===== src/rtl/branch_resolve_ctrl_pkg.sv =====
// Shared definitions for the branch resolve controller: B-type funct3 codes,
// FSM state encoding and the sequential PC step.
package branch_resolve_ctrl_pkg;

  localparam logic [2:0] F3_BEQ  = 3'b000;
  localparam logic [2:0] F3_BNE  = 3'b001;
  localparam logic [2:0] F3_BLT  = 3'b100;
  localparam logic [2:0] F3_BGE  = 3'b101;
  localparam logic [2:0] F3_BLTU = 3'b110;
  localparam logic [2:0] F3_BGEU = 3'b111;

  localparam int unsigned PC_STEP = 4;

  typedef enum logic [1:0] {
    Idle = 2'd0,
    Cmp  = 2'd1,
    Resp = 2'd2
  } brState_e;

  // funct3 010/011 have no B-type meaning
  function automatic logic isIllegalF3(input logic [2:0] funct3);
    return (funct3 == 3'b010) || (funct3 == 3'b011);
  endfunction

endpackage


===== src/rtl/branch_comparator.sv =====
// Branch comparator: equality and signed/unsigned less-than of two operands.
module branch_comparator #(
  parameter int unsigned XLEN = 32
) (
  input  logic [XLEN-1:0] input1,
  input  logic [XLEN-1:0] input2,
  input  logic            BrUn,
  output logic            BrLt,
  output logic            BrEq
);

  assign BrEq = (input1 == input2);
  assign BrLt = BrUn ? (input1 < input2) : ($signed(input1) < $signed(input2));

endmodule


===== src/rtl/branch_resolve_ctrl.sv =====
// Resolves one conditional branch per handshake: compares the registered operands,
// computes the correct next PC and flags mispredicts for the fetch redirect.
module branch_resolve_ctrl
  import branch_resolve_ctrl_pkg::*;
#(
  parameter int unsigned XLEN  = 32,
  parameter int unsigned CNT_W = 16
) (
  input  logic             clk,
  input  logic             rst,
  input  logic             flush,
  input  logic             req_valid,
  output logic             req_ready,
  input  logic [2:0]       req_funct3,
  input  logic [XLEN-1:0]  req_pc,
  input  logic [XLEN-1:0]  req_imm,
  input  logic [XLEN-1:0]  req_rs1,
  input  logic [XLEN-1:0]  req_rs2,
  input  logic             req_pred_taken,
  output logic             res_valid,
  input  logic             res_ready,
  output logic             res_taken,
  output logic [XLEN-1:0]  res_npc,
  output logic             res_redirect,
  output logic             res_illegal,
  output logic             res_misalign,
  output logic [CNT_W-1:0] stat_branches,
  output logic [CNT_W-1:0] stat_mispred
);

  brState_e        state;
  logic [2:0]      funct3Q;
  logic [XLEN-1:0] pcQ;
  logic [XLEN-1:0] immQ;
  logic [XLEN-1:0] rs1Q;
  logic [XLEN-1:0] rs2Q;
  logic            predQ;

  logic            brLt;
  logic            brEq;
  logic            condTaken;
  logic            illegal;
  logic            misalign;
  logic            redirect;
  logic [XLEN-1:0] target;
  logic [XLEN-1:0] fallThrough;
  logic [XLEN-1:0] nextPc;
  logic            resHandshake;

  branch_comparator #(
    .XLEN(XLEN)
  ) uComparator (
    .input1(rs1Q),
    .input2(rs2Q),
    .BrUn  (funct3Q[1]),
    .BrLt  (brLt),
    .BrEq  (brEq)
  );

  always_comb begin
    condTaken = 1'b0;
    case (funct3Q)
      F3_BEQ:  condTaken = brEq;
      F3_BNE:  condTaken = ~brEq;
      F3_BLT:  condTaken = brLt;
      F3_BGE:  condTaken = ~brLt;
      F3_BLTU: condTaken = brLt;
      F3_BGEU: condTaken = ~brLt;
      default: condTaken = 1'b0;
    endcase
  end

  always_comb begin
    illegal     = isIllegalF3(funct3Q);
    target      = pcQ + immQ;
    fallThrough = pcQ + XLEN'(PC_STEP);
    misalign    = condTaken & (target[1:0] != 2'b00);
    // A misaligned target is reported instead of redirected; fetch keeps the fall-through
    nextPc      = (condTaken & ~misalign) ? target : fallThrough;
    redirect    = (condTaken != predQ) & ~misalign & ~illegal;
  end

  assign req_ready    = (state == Idle) & ~flush & ~rst;
  assign resHandshake = res_valid & res_ready;

  always_ff @(posedge clk or posedge rst) begin
    if (rst) begin
      state         <= Idle;
      funct3Q       <= '0;
      pcQ           <= '0;
      immQ          <= '0;
      rs1Q          <= '0;
      rs2Q          <= '0;
      predQ         <= 1'b0;
      res_valid     <= 1'b0;
      res_taken     <= 1'b0;
      res_npc       <= '0;
      res_redirect  <= 1'b0;
      res_illegal   <= 1'b0;
      res_misalign  <= 1'b0;
      stat_branches <= '0;
      stat_mispred  <= '0;
    end else begin
      // Handshake is counted even when a flush arrives in the same cycle
      if (resHandshake) begin
        if (stat_branches != '1) begin
          stat_branches <= stat_branches + CNT_W'(1);
        end
        if (res_redirect && (stat_mispred != '1)) begin
          stat_mispred <= stat_mispred + CNT_W'(1);
        end
      end

      case (state)
        Idle: begin
          if (req_valid && req_ready) begin
            funct3Q <= req_funct3;
            pcQ     <= req_pc;
            immQ    <= req_imm;
            rs1Q    <= req_rs1;
            rs2Q    <= req_rs2;
            predQ   <= req_pred_taken;
            state   <= Cmp;
          end
        end
        Cmp: begin
          if (flush) begin
            state <= Idle;
          end else begin
            res_valid    <= 1'b1;
            res_taken    <= condTaken;
            res_npc      <= nextPc;
            res_redirect <= redirect;
            res_illegal  <= illegal;
            res_misalign <= misalign;
            state        <= Resp;
          end
        end
        Resp: begin
          if (res_ready || flush) begin
            res_valid <= 1'b0;
            state     <= Idle;
          end
        end
        default: state <= Idle;
      endcase
    end
  end

endmodule


===== config.mk =====
export PLATFORM = sky130hd
export DESIGN_NAME = branch_resolve_ctrl
export DESIGN_NICKNAME = d
export VERILOG_FILES = /design/src/rtl/branch_resolve_ctrl_pkg.sv /design/src/rtl/branch_comparator.sv /design/src/rtl/branch_resolve_ctrl.sv
export SDC_FILE = /design/constraint.sdc
export NUM_CORES = 1
export LEC_CHECK = 0
export CAP_MARGIN = 20
export CORE_UTILIZATION = 55
export DETAILED_ROUTE_END_ITERATION = 8
export DONT_BUFFER_PORTS = 1
export GPL_TIMING_DRIVEN = 0
export HOLD_SLACK_MARGIN = 0.02
export PLACE_DENSITY = 0.7
export RECOVER_POWER = 100
export SYNTH_ARGS = -nofsm -noshare
export SYNTH_HDL_FRONTEND = slang
export SYNTH_SLANG_ARGS = --single-unit

===== constraint.sdc =====
create_clock -name clk -period 7.3 [get_ports clk]
set_input_delay 0.73 -clock clk [delete_from_list [all_inputs] [get_ports clk]]
set_output_delay 0.73 -clock clk [all_outputs]
set_load 0.02 [all_outputs]

### Word-level counts from Yosys, hierarchy flattened

Cells that the tools add are included.
W data, S select, Z words.

* multiply operators: 0
* add/sub/neg operators: 4
* reductions and logical operators: 16
* multiplexer cells: 10
* shift operators: 0
* eq/ne operators: 16
* order comparisons: 2
* divide/modulo/power cells: 0
* bitwise logic cells: 13

Operators by type and width (count)
* $lt A32 B32 Y1: 2
* $add A16 B1 Y16 const B: 2
* $add A32 B3 Y32 const B: 1
* $add A32 B32 Y32: 1
* $eq A32 B32 Y1: 1
* $mux W32: 1
* $ne A16 B16 Y1 const B: 2
* $eq A3 B3 Y1 const B: 4
* $reduce_and A2 Y1: 5
* $and A1 B1 Y1: 7
* $eq A3 B2 Y1 const B: 2
* $mux W2: 3
* $not A1 Y1: 6
* $pmux W2 S3: 1
* $ne A2 B2 Y1 const B: 2
* $pmux W1 S4: 1
* $reduce_bool A2 Y1: 2
* $reduce_or A2 Y1: 2
* $eq A3 B1 Y1 const B: 1
* $logic_not A3 Y1: 1
* $mux W1: 3
* $reduce_and A3 Y1: 1
* $eq A2 B1 Y1 const B: 1
* $eq A2 B2 Y1 const B: 1
* 6 further kinds: 8

* latch bits: 0
* bits of input ports: 137
* output and inout bits: 70
* word-level logic and storage cells: 76
* register bits after elaboration: 203
* ROM bits: 0
* memory bits (writable): 0
* memories: 0

### Depth between registers and ports, before layout

* depth in word-level cells: 8
* mapped depth: 12
* gate-level depth less buffers: 12

### Modules after synthesis

From an unflattened synthesis, not the netlist that was laid out.

* cell total of the unflattened synthesis: 1022
* area total of the unflattened synthesis: 11075.6 um^2

By module, submodules not included
* branch_resolve_ctrl: cells each 910, area an instance 10261.1 um^2, sequential area each 5079.9 um^2, instances 1
* branch_comparator: cells each 112, area an instance 814.5 um^2, sequential area each 0.0 um^2, instances 1

### Least setup slack after synthesis

OpenSTA, ideal clock, no wires.

* path type: input to register
* from: input flush
* to: register immQ[0]
* arrival time: 2.833 ns
* path buffers: 3
* setup slack: 4.342 ns
* cell stages on the path: 6
* required time: 7.175 ns
* library setup time: 0.125 ns
* path through: nor4_1 -> and2_1 -> clkbuf_1 -> clkbuf_1 -> clkbuf_1 -> mux2_2

* word-level cells in the longest chain between the ends: 5

RTL lines
* from (decl): RTL line branch_resolve_ctrl.sv:11 `input logic flush,`
* $not A1 Y1 (no line)
* $and A1 B1 Y1 (2 in a row): RTL line branch_resolve_ctrl.sv:83 `assign req_ready = (state == Idle) & ~flush & ~rst;`
* $logic_and A1 B1 Y1: RTL line branch_resolve_ctrl.sv:116 `if (req_valid && req_ready) begin`
* $reduce_and A2 Y1 (no line)
* to (signal assigned): RTL line branch_resolve_ctrl.sv:119 `immQ <= req_imm;`
* to (decl): RTL line branch_resolve_ctrl.sv:34 `logic [XLEN-1:0] immQ;`

No other way between the ends.
A chain may end at the register's enable or synchronous reset.

### Final worst setup path

* from: register rs1Q[31]
* to: register res_npc[7]

* word-level cells in the longest chain between the ends: 8
* elaborated cells between the ends (all ways): 11
* those cells by class: order compare: 2; eq/ne: 1; mux: 3; bitwise: 5

RTL lines
* from (decl): RTL line branch_resolve_ctrl.sv:35 `logic [XLEN-1:0] rs1Q;`
* from (signal assigned): RTL line branch_resolve_ctrl.sv:120 `rs1Q <= req_rs1;`
* $lt A32 B32 Y1: RTL line branch_comparator.sv:13 `assign BrLt = BrUn ? (input1 < input2) : ($signed(input1) < $signed(input2));`
* $mux W1: RTL line branch_comparator.sv:13
* $not A1 Y1: RTL line branch_resolve_ctrl.sv:66, branch_resolve_ctrl.sv:68
* $pmux W1 S4 *: RTL line branch_resolve_ctrl.sv:62 `case (funct3Q)`
* $and A1 B1 Y1: RTL line branch_resolve_ctrl.sv:77 `misalign = condTaken & (target[1:0] != 2'b00);`
* $not A1 Y1: RTL line branch_resolve_ctrl.sv:79 `nextPc = (condTaken & ~misalign) ? target : fallThrough;`
* $and A1 B1 Y1 *: RTL line branch_resolve_ctrl.sv:79
* $mux W32 *: RTL line branch_resolve_ctrl.sv:79
* to (signal assigned): RTL line branch_resolve_ctrl.sv:132 `res_npc <= nextPc;`
* to (decl): RTL line branch_resolve_ctrl.sv:23 `output logic [XLEN-1:0] res_npc,`

Every way passes the cells marked *; elsewhere a longest branch is shown, timed or not.

==> flow_summary.ini <==
[run_status]
outcome = complete, but fails checks
violations = capacitance limit, slew limit

[grt]
grt_max_degree = 111
grt_pass1_vias = 7826
grt_first_pass_wirelength_um = 40900
antenna_found_initial = 6
grt_usage = 0.258
grt_overflow = 0

[timing]
slew_viol_final = 94
fmax_mhz = 237
setup_violations = 0
finalSetupTns_ns = 0
finalHoldViolCount = 0
setup_ws_ns = 3.09
holdWs_ns = 0.285
tightest_slew_ns = 4.12
period_share = 0.577
fin_skew_ns = 0.0108
final.min_clock_period_ns = 4.21
max_slew_margin = -1.76
rsz0062_at_grt = false

[placement]
gp_congestion = 0.939
place_ws_ns = 3.47
placed_cells = 1318
io_buffers = 0
hpwl_um = 19300

[clocking]
post-cts-setup-buffers = 0
cts.hold.buffers_added = 0
cts_buffers = 24
cts_tree = done
htreeDepth = 1
cts_sinks = 203
path_clk_slew_ns = 0.06
insertion_delay_ns = 0.51
clockBufferDepth = 3
cts_root_buf = clkbuf_16
post_cts_resized = 0

[floorplanning]
core_area_mm2 = 0.0194
ios = 207
die-area_mm2 = 0.0203
fp.dieH_um = 143
initial_core_util = 0.561
fp.dieW_um = 143
row_count = 51

[power_and_ir_drop]
power.density_mw_per_mm2 = 358
p_leak_nw = 5.25
power.total_mw = 4.33
vdd_drop_max_mv = 0.272

[logic_synthesis]
yosysWarnings = 0
seq_area_frac_synth = 0.467
synth_seq_cells = 203
netlist_instances = 1052
synth.distinct_cells = 66
ys.flop_type = dfrtp_1
async_flop_share = 1.00
avgSynthCellArea_um2 = 10.3
synth_edf_count = 0
synth_area_mm2 = 0.0109
syn-num-nets = 1256

[routing]
wirelength_um = 25900
viasPerCell = 5.73
num_vias = 7830
first_iter_violations = 316
firstDrtPassIters = 5
ant_nets = 0
avgRoutedWirePerCell_um = 19.0
drc = 0

[critical_path]
timing.rr.end = res_npc[7]
rr_worst_depth = 11
setup.worst_path.end_class = flop
startpoint_type = flop
setup.worst_path.start = rs1Q[31]
worstPathMaxFanout = 10
setup.worst_path.end = res_npc[7]
r2r-start = rs1Q[31]
cp.required_ns = 7.72
critical_path_class = flop to flop
arrival_ns = 4.63
rrSetupSlack_ns = 3.09

[final_layout]
multi_input_area_mm2 = 0.00544
final_common_cell = dfrtp_1
drive_above_1_share = 0.139
seq_area_mm2 = 0.00508
fill_cells = 1618
final_nets = 1283
fin_cells = 1367
layout_common_cells = dfrtp_1 (203), nand2_1 (127), mux2_2 (100), o21ai_0 (83), ha_1 (66)
area_growth_pct = 11.1

[min_path]
worstHoldPathType = primary input to flop

[run]
cap_violations = 1
==> cell type report <==
class,count,area share
diodes,5,0.00104
plain buffers,35,0.0116
clock buffers,38,0.0633
clock inverters,6,0.00714
inverters,54,0.0169
multi-input cells,760,0.450
flip-flops and latches,203,0.420
well taps,265,0.0274
repair buffers,1,0.00228
==> per-stage QoR <==
stage	instance area, um2	utilization
after CTS	12100	0.624
after global placement	11200	0.578
after global routing	12100	0.623
final	12100	0.623
after floorplan	10900	-
after detailed placement	11200	0.580
==> state kept, by name, indices dropped and copies added (netlist names) <==
name / flops
funct3Q: 3
immQ: 32
pcQ: 32
predQ: 1
res_illegal: 1
res_misalign: 1
res_npc: 32
res_redirect: 1
res_taken: 1
res_valid: 1
rs1Q: 32
rs2Q: 32
stat_branches: 16
stat_mispred: 16
state: 2
==> worst min path at each step <==
stage	slack (ns)	cells past startpoint	startpoint	to
3_3_place_gp	0.49	1	rs2Q[0]	rs2Q[0]
4_1_cts	0.21	1	rst	stat_branches[2]
3_5_place_dp	0.50	1	rs1Q[26]	rs1Q[26]
5_1_grt	0.28	1	flush	state[1]
2_1_floorplan	0.48	1	immQ[10]	immQ[10]
6_report	0.28	1	flush	state[1]
==> critical path, stage by stage, from the launching register on <==
cell      delay, ns
dfrtp_1        0.37
ha_1           0.37
nand4_1        0.17
nor3_1         0.07
a221oi_1       0.46
nand2_1        0.15
or4_1          0.58
a31oi_1        0.50
clkbuf_1       0.58
clkbuf_1       0.52
a21oi_1        0.13
o21ai_0        0.20
==> synth_stat cells, types with 2 or more instances <==
| master | number | area, um2 |
|---|---|---|
| nor4_1 | 4 | 25.0 |
| a21oi_1 | 57 | 285 |
| a211o_1 | 4 | 35.0 |
| inv_1 | 54 | 203 |
| xor2_1 | 37 | 324 |
| nand2_1 | 127 | 477 |
| xnor2_1 | 47 | 412 |
| nand4_1 | 23 | 144 |
| o31ai_1 | 5 | 37.5 |
| nand3_1 | 35 | 175 |
| o21ai_1 | 13 | 65.1 |
| o21bai_1 | 2 | 15.0 |
| o21ai_0 | 73 | 365 |
| nor2b_1 | 9 | 56.3 |
| o21a_1 | 6 | 45.0 |
| a31oi_1 | 5 | 31.3 |
| nor2_1 | 42 | 158 |
| and3_1 | 16 | 100 |
| o31a_1 | 2 | 17.5 |
| buf_2 | 5 | 25.0 |
| o311ai_0 | 3 | 26.3 |
| o211ai_1 | 3 | 22.5 |
| ha_1 | 66 | 826 |
| dfrtp_1 | 203 | 5080 |
| nor3_1 | 19 | 95.1 |
| a221o_1 | 2 | 20.0 |
| nand2b_1 | 6 | 37.5 |
| mux2i_1 | 7 | 70.1 |
| clkbuf_1 | 28 | 105 |
| and2_1 | 5 | 31.3 |
| a211oi_1 | 4 | 30.0 |
| mux2_2 | 100 | 1130 |
| or4_1 | 3 | 22.5 |
| a21o_1 | 5 | 37.5 |
==> per-layer routing <==
| layer | track usage | vias to the layer above | share of wire |
|---|---|---|---|
| li1 | - | 3770 | - |
| met1 | 0.343 | 3780 | 0.44 |
| met2 | 0.409 | 239 | 0.45 |
| met3 | 0.0775 | 37 | 0.090 |
| met4 | 0.0719 | 4 | 0.023 |
| met5 | 0 | - | 0.00089 |
==> report_power, final <==
| part | switching [mW] | internal, mW | total [mW] |
|---|---|---|---|
| clock network | 0.461 | 0.788 | 1.25 |
| logic | 0.701 | 0.577 | 1.28 |
| registers | 0.400 | 1.40 | 1.80 |
==> logic make-up after synthesis <==
logic type,after synthesis,synth area share
AND/OR/NAND/NOR,300,0.130
multiplexers,107,0.110
adder cells (fa/ha/maj),67,0.0778
flip-flops,203,0.467
AO/OA/AOI/OAI,202,0.115
XOR/XNOR,84,0.0676
buffers and inverters,89,0.0323
(Power assumes the default switching activity.)
==> RTL edit (same settings) <==
`XLEN` is set to 32 in 2 places; all go to 16.
--- a/src/rtl/branch_comparator.sv
+++ b/src/rtl/branch_comparator.sv
@@ -1,6 +1,6 @@
 // Branch comparator: equality and signed/unsigned less-than of two operands.
 module branch_comparator #(
-  parameter int unsigned XLEN = 32
+  parameter int unsigned XLEN = 16
 ) (
   input  logic [XLEN-1:0] input1,
   input  logic [XLEN-1:0] input2,
--- a/src/rtl/branch_resolve_ctrl.sv
+++ b/src/rtl/branch_resolve_ctrl.sv
@@ -3,7 +3,7 @@
 module branch_resolve_ctrl
   import branch_resolve_ctrl_pkg::*;
 #(
-  parameter int unsigned XLEN  = 32,
+  parameter int unsigned XLEN  = 16,
   parameter int unsigned CNT_W = 16
 ) (
   input  logic             clk,
Interface: changed (5 resized); port bits go from 207 to 127. The function was not compared with the original's and may differ.
==> RTL edit against the original RTL <==
  * The flow still finishes with violations (max-capacitance violations, max-slew violations)
  * Setup slack better by 0.59 ns
  * Combinational power fell by 50%
  * Total power fell by 44%
  * Area after synthesis fell by 42%
  * Clock power decreased by 43%
  * Wire length down 47%
  * Sequential power down 39%
  * Sequential cell count shrank 80
  * First-iteration DRC count is 17% lower
  * Utilization is 1.0 points higher
  * Largest power group unchanged
  * Critical endpoint is now res_npc[10]
  * Highest routed layer is now met4
  * Worst hold slack better by 0.093 ns
  * Design area down 42%
  * Critical path depth shrank 3
==> RTL edit: results (changes against the original RTL) <==
Num CTS Buffers - 17 (-29%)
Static leakage - 3.13 nW (-40%)
Critical path peak fanout - 10 (unchanged)
ANT cells - 0 (-5)
Max-cap violations - 1 (unchanged)
CTS H-tree lvls - 4 (+3)
CTS resizes - 0 (unchanged)
Ys flop type - dfrtp_1
Hold Fails Final Rpt - 0 (unchanged)
Syn. warnings - 0 (unchanged)
Largest net degree at the start of global routing - 92 (-17%)
Register area share after synthesis - 0.489 (+0.0219)
Max-slew violations - 33 (-65%)
# fillers - 878 (-46%)
Initial antenna violation count - 0 (-6)
Synth area leaders - dfrtp_1, mux2_2, ha_1
Vias per inst - 5.82 (+1.7%)
HPWL Detailed - 9.92 mm (-49%)
GRT Util Overall - 0.246 (-0.0120)
Netlist cell types - 47 (-29%)
Vias in the first global route - 4,457 (-43%)
Failing checks - max-capacitance violations, max-slew violations
Routability congestion estimate from global placement - 0.832 (-11%)
Worst clock skew - 0.00921 ns (-0.00163 ns)
Worst-path clk slew - 0.05 ns
Root buffer cell - clkbuf_16
Share of flip-flops with an asynchronous set or reset - 1.00 (unchanged)
Maximum clock insertion buffer count - 2 (-1)
Post-CTS setup buffers - 0 (unchanged)
Least-Margin Pin Slew - 1.52 ns (-2.60 ns)
Port bufs - 0 (unchanged)
Worst Hold Class - input port to flop
First-pass GRT wire length - 21.8 mm (-47%)
Synth top cells by count - dfrtp_1, nand2_1, mux2_2
Worst Path Arrival - 3.88 ns (-0.75 ns)
Status - finished with violations
Fin nets - 715 (-44%)
Syn_nets - 694 (-45%)
Clock Latency Late Sink - 0.41 ns (-0.10 ns)
Maximum VDD drop - 0.288 mV (+5.8%)
Final wirelength - 13.7 mm (-47%)
DR iter-0 viols - 262 (-17%)
TritonRoute pass-1 iters - 4 (-1)
Share of cells above drive strength 1 - 0.133 (-0.00635)
## RTL edit: through the flow
stage	hold slack, ns	std cells	util	instance area, sq um	setup WS (ns)
2_1_floorplan	0.484	586	-	6300	3.30
3_3_place_gp	0.495	726	0.589	6470	2.09
3_5_place_dp	0.500	727	0.592	6500	3.95
4_1_cts	0.157	755	0.637	7000	4.17
5_1_grt	0.372	756	0.633	6960	3.36
6_report	0.377	756	0.633	6960	3.67
## RTL edit: cell families (layout without fill, tap and decap cells)
kind of cell | after synthesis | after routing | share of synthesized area
buffers and inverters | 47 | 77 | 0.0304
AO/OA/AOI/OAI | 105 | 105 | 0.107
XOR/XNOR | 55 | 55 | 0.0765
flip-flops | 123 | 123 | 0.489
AND/OR/NAND/NOR | 164 | 164 | 0.125
multiplexers | 57 | 57 | 0.101
adder cells (fa/ha/maj) | 35 | 35 | 0.0707
## RTL edit: where the power goes
group          internal, W  leakage [nW]  switching, W
sequential        0.000843          1.51      0.000257
clock             0.000440         0.245      0.000270
combinational     0.000302          1.38      0.000331
## RTL edit: worst paths after layout
| check | startpoint | slack, ns | depth (start not counted) | to |
|---|---|---|---|---|
| setup / recovery | rs1Q[15] | 3.67 | 8 | res_npc[10] |
| hold / removal | flush | 0.38 | 1 | state[1] |
| max in group asynchronous | rst | 5.75 | 2 | immQ[0] |
| min in group asynchronous | rst | 0.55 | 1 | stat_mispred[3] |
| setup reg to reg | rs1Q[15] | 3.67 | 8 | res_npc[10] |
| hold reg to reg | immQ[9] | 0.51 | 1 | immQ[9] |
## RTL edit: final cells by class
cell class                      instances  area, sq um  share of cell area
Clock inverter                          4         20.0             0.00288
Tap cell                              140          175              0.0252
Multi-Input combinational cell        416         3000               0.432
Timing Repair Buffer                    2         31.3             0.00450
Sequential cell                       123         3080               0.443
Buffer                                 16         60.1             0.00863
Inverter                               31          118              0.0169
Clock buffer                           24          472              0.0678
## RTL edit: layer usage
metal / routed length (um) / global-route usage / part of all wire
met5: 0 / 0 / 0
met4: 290 / 0.0994 / 0.021
met1: 5800 / 0.294 / 0.42
met3: 959 / 0.0926 / 0.070
met2: 6690 / 0.399 / 0.49
## RTL edit: worst max-delay path, cell delays in order, from the launching register on
cell       delay [ns]
dfrtp_1          0.38
ha_1             0.35
nand4_1          0.23
a2111oi_0        0.68
o211ai_1         0.21
a41oi_1          0.65
clkbuf_1         0.55
mux2i_1          0.31
o21ai_0          0.12
